**src/rtl/pwm_spi_pkg.sv**
```systemverilog
// -----------------------------------------------------------------------------
// pwm_spi_pkg
// Shared definitions for the SPI side of the PWM generator.
//   ADDR_W / DATA_W   : register address width and SPI byte width
//   CMD_W_BIT         : command byte bit selecting write (1) or read (0)
//   CMD_HI_BIT        : command byte bit selecting the high byte lane
//   state_e           : command decoder FSM state encoding
// -----------------------------------------------------------------------------
package pwm_spi_pkg;

    localparam int ADDR_W     = 6;
    localparam int DATA_W     = 8;
    localparam int CMD_W_BIT  = 7;
    localparam int CMD_HI_BIT = 6;

    typedef enum logic [1:0] {
        IDLE      = 2'd0,
        CMD_RD    = 2'd1,
        WAIT_DATA = 2'd2,
        WR        = 2'd3
    } state_e;

endpackage

```
**src/rtl/edge_pulse.sv**
```systemverilog
// -----------------------------------------------------------------------------
// edge_pulse
// Rising-edge detector for a strobe that is already synchronised to clk.
// A level held high for many cycles produces a single one-cycle pulse.
//   clk    : system clock
//   rst    : synchronous active-high reset
//   sig_in : synchronised level input
//   pulse  : high in the first cycle sig_in is seen high after being low
// -----------------------------------------------------------------------------
module edge_pulse (
    input  logic clk,
    input  logic rst,
    input  logic sig_in,
    output logic pulse
);

    logic sig_d;
    logic sig_q;

    // Next value of the delayed copy is simply the current input.
    always_comb begin
        sig_d = sig_in;
    end

    // Delayed copy of the input used as the "previous" level.
    always_ff @(posedge clk) begin
        if (rst) begin
            sig_q <= 1'b0;
        end else begin
            sig_q <= sig_d;
        end
    end

    assign pulse = sig_in & ~sig_q;

endmodule

```
**src/rtl/spi_instr_decoder.sv**
```systemverilog
// -----------------------------------------------------------------------------
// spi_instr_decoder
// Parses bytes from the SPI bridge into two-byte register transactions:
// a command byte {W, hi_sel, addr[5:0]} followed by a data byte. Writes
// strobe `write` with the data byte; reads strobe `read` right after the
// command and hand the register value to the bridge on data_out so it is
// shifted out during the (dummy) second byte.
//   clk, rst    : system clock, synchronous active-high reset
//   byte_sync   : byte-complete level from the bridge (edge = one byte)
//   cs_n        : chip select, high aborts the frame and clears data_out
//   data_in     : received byte, stable while byte_sync is high
//   data_out    : byte returned to the bridge
//   read/write  : single-cycle register strobes
//   addr/hi_sel : register address and byte lane from the command byte
//   data_write  : write data, valid with write
//   data_read   : combinational register read data, valid with read
// -----------------------------------------------------------------------------
module spi_instr_decoder
    import pwm_spi_pkg::*;
#(
    parameter int ADDR_W = pwm_spi_pkg::ADDR_W,
    parameter int DATA_W = pwm_spi_pkg::DATA_W
) (
    input  logic              clk,
    input  logic              rst,
    input  logic              byte_sync,
    input  logic              cs_n,
    input  logic [DATA_W-1:0] data_in,
    output logic [DATA_W-1:0] data_out,
    output logic              read,
    output logic              write,
    output logic [ADDR_W-1:0] addr,
    output logic              hi_sel,
    output logic [DATA_W-1:0] data_write,
    input  logic [DATA_W-1:0] data_read
);

    logic              byte_ev;

    state_e            state_d,      state_q;
    logic              read_d,       read_q;
    logic              write_d,      write_q;
    logic [ADDR_W-1:0] addr_d,       addr_q;
    logic              hi_sel_d,     hi_sel_q;
    logic              w_d,          w_q;
    logic [DATA_W-1:0] data_write_d, data_write_q;
    logic [DATA_W-1:0] data_out_d,   data_out_q;

    edge_pulse u_byte_edge (
        .clk    (clk),
        .rst    (rst),
        .sig_in (byte_sync),
        .pulse  (byte_ev)
    );

    // Next-state, capture and strobe logic. Strobes are registered, so a
    // strobe is requested here in the cycle before it appears on the port.
    always_comb begin
        state_d      = state_q;
        read_d       = 1'b0;
        write_d      = 1'b0;
        addr_d       = addr_q;
        hi_sel_d     = hi_sel_q;
        w_d          = w_q;
        data_write_d = data_write_q;
        data_out_d   = data_out_q;

        if (cs_n) begin
            // Frame idle/aborted: drop any byte seen this cycle.
            state_d    = IDLE;
            data_out_d = {DATA_W{1'b0}};
        end else begin
            case (state_q)
                IDLE: begin
                    if (byte_ev) begin
                        addr_d   = data_in[ADDR_W-1:0];
                        hi_sel_d = data_in[CMD_HI_BIT];
                        w_d      = data_in[CMD_W_BIT];
                        if (data_in[CMD_W_BIT]) begin
                            state_d = WAIT_DATA;
                        end else begin
                            state_d = CMD_RD;
                            read_d  = 1'b1;
                        end
                    end else begin
                        state_d = IDLE;
                    end
                end
                CMD_RD: begin
                    // read is high this cycle, so data_read belongs to addr.
                    data_out_d = data_read;
                    state_d    = WAIT_DATA;
                end
                WAIT_DATA: begin
                    if (byte_ev) begin
                        if (w_q) begin
                            data_write_d = data_in;
                            write_d      = 1'b1;
                            state_d      = WR;
                        end else begin
                            // Second byte of a read is a dummy.
                            state_d = IDLE;
                        end
                    end else begin
                        state_d = WAIT_DATA;
                    end
                end
                WR: begin
                    state_d = IDLE;
                end
                default: begin
                    state_d = IDLE;
                end
            endcase
        end
    end

    // State and output registers.
    always_ff @(posedge clk) begin
        if (rst) begin
            state_q      <= IDLE;
            read_q       <= 1'b0;
            write_q      <= 1'b0;
            addr_q       <= {ADDR_W{1'b0}};
            hi_sel_q     <= 1'b0;
            w_q          <= 1'b0;
            data_write_q <= {DATA_W{1'b0}};
            data_out_q   <= {DATA_W{1'b0}};
        end else begin
            state_q      <= state_d;
            read_q       <= read_d;
            write_q      <= write_d;
            addr_q       <= addr_d;
            hi_sel_q     <= hi_sel_d;
            w_q          <= w_d;
            data_write_q <= data_write_d;
            data_out_q   <= data_out_d;
        end
    end

    assign read       = read_q;
    assign write      = write_q;
    assign addr       = addr_q;
    assign hi_sel     = hi_sel_q;
    assign data_write = data_write_q;
    assign data_out   = data_out_q;

endmodule

```
**config.mk**
```make
export PLATFORM = sky130hd
export DESIGN_NAME = spi_instr_decoder
export DESIGN_NICKNAME = d
export VERILOG_FILES = /design/src/rtl/pwm_spi_pkg.sv /design/src/rtl/edge_pulse.sv /design/src/rtl/spi_instr_decoder.sv
export SDC_FILE = /design/constraint.sdc
export NUM_CORES = 1
export LEC_CHECK = 0
export ABC_AREA = 0
export CAP_MARGIN = 20
export CORE_MARGIN = 2
export CORE_UTILIZATION = 38
export CTS_CLUSTER_DIAMETER = 40
export DETAILED_ROUTE_END_ITERATION = 8
export PLACE_DENSITY = 0.74
export SYNTH_ARGS = -nofsm -noshare
export SYNTH_HDL_FRONTEND = slang
export SYNTH_SLANG_ARGS = --single-unit
```
**constraint.sdc**
```tcl
create_clock -name clk -period 1.4 [get_ports clk]
set_clock_uncertainty 0.1 [all_clocks]
set_input_delay 0.21 -clock clk [delete_from_list [all_inputs] [get_ports clk]]
set_output_delay 0.21 -clock clk [all_outputs]
set_load 0.005 [all_outputs]
```
======== Word level (Yosys, flattened, before mapping) ========
Index checks and enable logic that the tools add are counted.
storage, ports and cells
  logic and storage cells ................. 31
  input bits .............................. 20
  flip-flop bits (word level) ............. 29
  output and inout port bits .............. 25
cells by class
  reduce and logical (&&, ||, !) cells .... 6
  bitwise operators ....................... 6
  equality and inequality tests ........... 3
  mux-type cells .......................... 7
operators by type and width
  cell                                                  count
  two-way mux 2 bit                                     4
  case mux 2 bit (4 select lines)                       1
  OR reduction 4 bit                                    2
  inverter 1 bit                                        5
  equality test 2 bit (second input constant)           2
  AND reduction 4 bit                                   1
  AND reduction 3 bit                                   1
  equality test 2 x 1 -> 1 bit (second input constant)  1
  zero test 2 bit                                       1
  two-way mux 1 bit                                     2
  OR reduction 2 bit                                    1
  AND 1 bit                                             1

======== Depth between registers and ports, before layout ========
  word-level depth ........................ 4
  mapped depth ............................ 4
  mapped depth without buffers ............ 3

======== Hierarchy ========
From an unflattened synthesis, not the netlist that was laid out.
second synthesis, totals
  cells, all modules ...................... 116
  area, all modules ....................... 1,154.9 um^2
by module, submodules not included
  module             times used  cells each  area an instance (um^2)  seq. area each (um^2)
  spi_instr_decoder  1           113         1,107.3                  560.5
  edge_pulse         1           3           47.5                     20.0

======== Least setup slack after synthesis ========
No wires, ideal clock.
  path type ............................... register to register
  start ................................... reg u_byte_edge.sig_q
  end ..................................... reg data_write_q[0] (netlist: data_write[0])
  path buffers ............................ 1
  arrival ................................. 1.178 ns
  cell stages (with the launch flop) ...... 5
  library setup time ...................... 0.118 ns
  clock period less this slack ............ 1.397 ns
  path slack .............................. 0.003 ns
  cells stage by stage .................... dfxtp_1 -> nand2b_4 -> or4_1 -> buf_6 -> mux2i_1
on the way
  word-level cells in the longest chain between the ends .. 3
ends and longest elaborated chain
  item                                  line                      RTL
  from (decl)                           edge_pulse.sv:18          logic sig_q;
  from (signal assigned)                edge_pulse.sv:30          sig_q <= sig_d;
  inverter 1 bit                        edge_pulse.sv:34          assign pulse = sig_in & ~sig_q;
  AND 1 bit                             edge_pulse.sv:34
  AND reduction 4 bit (no source line)  --
  to (signal assigned)                  spi_instr_decoder.sv:127  data_write_q <= {DATA_W{1'b0}};
  to (signal assigned)                  spi_instr_decoder.sv:136  data_write_q <= data_write_d;
  to (decl)                             spi_instr_decoder.sv:46   logic [DATA_W-1:0] data_write_d, data_write_q;
No other way between the ends.
A chain may end at the register's enable or synchronous reset.

======== Worst setup path after layout ========
  start ................................... reg u_byte_edge.sig_q
  end ..................................... reg data_write_q[3] (netlist: data_write[3])
The elaborated chain is that of the path after synthesis.

==> Flow_metrics.wiki <==
{| class="wikitable"
! Metric !! Value
|-
| Run status || finished, final reports clean
|-
| Reg-to-Reg Start || u_byte_edge.sig_q$_SDFF_PP0_
|-
| Final estimated routing congestion in global placement || 0.766
|-
| WL final || 2.53 mm
|-
| Final count of negative-setup-slack endpoints || 0
|-
| CTS buffer count || 5
|-
| Clock tree from TritonCTS || built
|-
| Relative slew slack || 0.819
|-
| Hold Path Cell Cnt || 2
|-
| Sequential area share after synthesis || 0.498
|-
| Layout cell share with drive strength beyond 1 || 0.255
|-
| Startpoint type of the worst setup path || flip-flop
|-
| Time the final worst path needs with I/O delays and setup || 1.39 ns
|-
| Top library cells by usage in the layout, fill and taps aside || sky130_fd_sc_hd__dlygate4sd2_1, sky130_fd_sc_hd__nand2b_1, sky130_fd_sc_hd__mux2i_1
|-
| Number of nets in the finished design || 184
|-
| Critical path data required time || 1.57 ns
|-
| PwrDens || 845 nW/µm²
|-
| Maximum number of pins on one net before global-route repair || 27
|-
| Area added between synthesis and finish || 53.9%
|-
| Clock network latency to the later pin of the worst-skew pair || 0.33 ns
|-
| Hold slack final || 0.226 ns
|-
| Max Fanout on Critical Path || 5
|-
| CP startpoint || u_byte_edge.sig_q$_SDFF_PP0_
|-
| CP max stage delay || 0.33 ns
|-
| R2R depth || 5
|-
| Longest Clk Path Bufs || 2
|-
| Worst hold endpoint || u_byte_edge.sig_q$_SDFF_PP0_
|-
| Distinct cell type count of the synthesized netlist || 21
|-
| Total count of max-transition violations in the final report || 0
|-
| Via-to-Cell Ratio || 4.82
|-
| Count of nets left with antenna violations after detail routing || 0
|-
| R2R Path End || data_write[3]$_SDFFE_PP0P_
|-
| Standard-cell rows || 20
|-
| Port buffer count || 44
|-
| Area contributors post-synth || sky130_fd_sc_hd__dfxtp_1, sky130_fd_sc_hd__mux2i_1, sky130_fd_sc_hd__nand2b_1, sky130_fd_sc_hd__nor2_1, sky130_fd_sc_hd__nor4_4
|-
| Worst hold start || byte_sync
|-
| Avg Cell Area, Syn || 10.8 µm²
|-
| Violation count after the first detailed-route iteration || 12
|-
| Clock sink count || 29
|-
| Congestion Overflow GR || 0
|-
| Reg-to-reg setup timing slack || 0.01 ns
|-
| Number of antenna violations at the first check in global routing || 0
|-
| Floorplan die width || 59.4 µm
|-
| Vias post-DR || 954
|-
| Warnings from Yosys || 0
|-
| # Max-Cap Violations || 0
|-
| Element type at the critical path end || flip-flop
|-
| Number of instances in the synthesized netlist || 108
|-
| Critical Path, Cell by Cell || nand2b_4, buf_4, nor4_2, buf_4, mux2i_1
|-
| Total iterations of the first detailed-routing run || 3
|-
| Max rail drop VDD || 0.419 mV
|-
| Minimum setup slack after placement || -0.462 ns
|-
| Standard cell core area || 2980 µm²
|-
| Detailed placer's ending HPWL || 1.90 mm
|-
| Biggest area consumer among synthesized cells || sky130_fd_sc_hd__dfxtp_1
|-
| Crit path setup slack, layout || 0.00983 ns
|-
| Clock Tree Root || sky130_fd_sc_hd__clkbuf_4
|-
| Number of global-route vias before repair || 973
|-
| Number of inserted diodes || 0
|-
| Chip height || 59.4 µm
|-
| Flops & latches, synth || 29
|-
| Library cell appearing most often on the critical path || sky130_fd_sc_hd__buf_4
|-
| Slew at the pin closest to its max-slew limit || 0.270 ns
|-
| Lkg Pwr || 0.898 nW
|-
| Leading cell type in the layout, fill and taps excluded || sky130_fd_sc_hd__dlygate4sd2_1
|-
| Slowest stage cell, crit path || sky130_fd_sc_hd__dfxtp_2
|-
| Detailed-route wire length per cell || 12.8 µm
|-
| Number of endpoints with negative hold slack in the final report || 0
|-
| Clock-pin slew on the worst setup and hold paths || 0.09 ns
|-
| Synth top area share || 0.498
|-
| Deepest level of the CTS H-tree || 2
|-
| Fmax || 0.719 GHz
|-
| Tot GR Track Use || 0.162
|-
| Period Utilization, post-route || 0.993
|-
| Arrival time reported for the critical path endpoint || 1.56 ns
|-
| Worst Hold Class || primary input to flip-flop
|-
| RSZ-0062 raised after global routing || true
|-
| Die outline area || 3520 µm²
|-
| I/O pin cnt || 45
|-
| Final core occ || 0.602
|-
| Mapped Nets || 128
|-
| Starting density of the core || 0.391
|-
| Critical path start-end classification || flip-flop to flip-flop
|-
| Hold bufs inserted after CTS || 0
|-
| Residual DRC || 0
|-
| Combined area of all synthesized cells || 1160 µm²
|-
| Wire length of the first global-routing pass || 4.20 mm
|}
[flip-flops by register name (all words and copies together), names as in the netlist]
name	cells
addr	6
data_write	8
hi_sel	1
data_out	8
u_byte_edge.sig_q	1
state_q	2
w_q	1
read	1
write	1
[logic make-up after synthesis]
logic type / Yosys count / synth area share
compound gates: 4 / 0.0279
flops: 29 / 0.498
simple gates: 44 / 0.237
mux: 24 / 0.206
buf+inv: 7 / 0.0301
[report_power, final]
part / internal, mW / switching (mW) / leakage [nW]
clock: 0.191 / 0.286 / 0.0320
combinational: 0.118 / 0.0692 / 0.624
sequential: 0.842 / 0.0103 / 0.243
total: 1.15 / 0.365 / 0.898
[Yosys cell counts]
cell and number:
sky130_fd_sc_hd__nor2b_1 1, sky130_fd_sc_hd__nor2_1 9, sky130_fd_sc_hd__or3_1 1, sky130_fd_sc_hd__o32ai_1 1, sky130_fd_sc_hd__or4_1 2, sky130_fd_sc_hd__clkbuf_1 4, sky130_fd_sc_hd__a311oi_1 1, sky130_fd_sc_hd__buf_2 1
sky130_fd_sc_hd__or2_2 1, sky130_fd_sc_hd__nand2b_1 25, sky130_fd_sc_hd__buf_6 1, sky130_fd_sc_hd__nor4_4 1, sky130_fd_sc_hd__a211oi_1 1, sky130_fd_sc_hd__nor4_1 1, sky130_fd_sc_hd__inv_1 1, sky130_fd_sc_hd__nand2_2 1
sky130_fd_sc_hd__dfxtp_1 29, sky130_fd_sc_hd__nor3_1 1, sky130_fd_sc_hd__o21bai_1 1, sky130_fd_sc_hd__nand2b_4 1, sky130_fd_sc_hd__mux2i_1 24
[how the worst max path moves through the flow]
stage,endpoint,depth (start not counted)
after global routing,data_write[2]$_SDFFE_PP0P_,3
final,data_write[3]$_SDFFE_PP0P_,5
after CTS,data_write[0]$_SDFFE_PP0P_,4
after floorplan,data_write[0]$_SDFFE_PP0P_,4
after detailed placement,data_write[0]$_SDFFE_PP0P_,5
after global placement,data_write[5]$_SDFFE_PP0P_,5
[timing repair]
action / 4_1_cts / 5_1_grt
setup buffers: 2 / 0
endpoints found under the hold margin: 0 / 0
endpoints found under the setup margin: 37 / 14
gates resized for setup: 47 / 5
gates cloned: 0 / 0
pin swaps: 2 / 1
[worst max-delay path, delay by kind of cell, from the launching register on]
kind	cells	cell delay, ns
DFF	1	0.33
and+or+nand+nor	2	0.40
buffers and inverters	2	0.33
muxes	1	0.17
[per-layer routing]
| metal | wire length, µm | global-route usage | part of all wire |
|---|---|---|---|
| met1 | 1050 | 0.176 | 0.42 |
| met2 | 1190 | 0.272 | 0.47 |
| met3 | 243 | 0.0742 | 0.096 |
| met4 | 38 | 0.0682 | 0.015 |
| met5 | 0 | 0 | 0 |
[final cells by class]
type / count / area, µm²
clock buffer: 6 / 41.3
clock inverter: 2 / 10.0
fill: 275 / 1180
inverter: 1 / 3.75
multi-input combinational: 72 / 576
sequential: 29 / 603
tap: 33 / 41.3
timing repair buffer: 55 / 518
[per-stage QoR]
step                setup TNS (ns)  cell area, µm²  power [mW]  std cells
floorplan                        0            1160       0.944        108
global placement             -7.12            1720        1.06        189
detailed placement           -8.23            1720        1.06        189
CTS                        -0.0121            1790        1.54        199
global route                -0.119            1790        1.61        198
finish                           0            1790        1.52        198
Power figures use the tool's default switching activity.
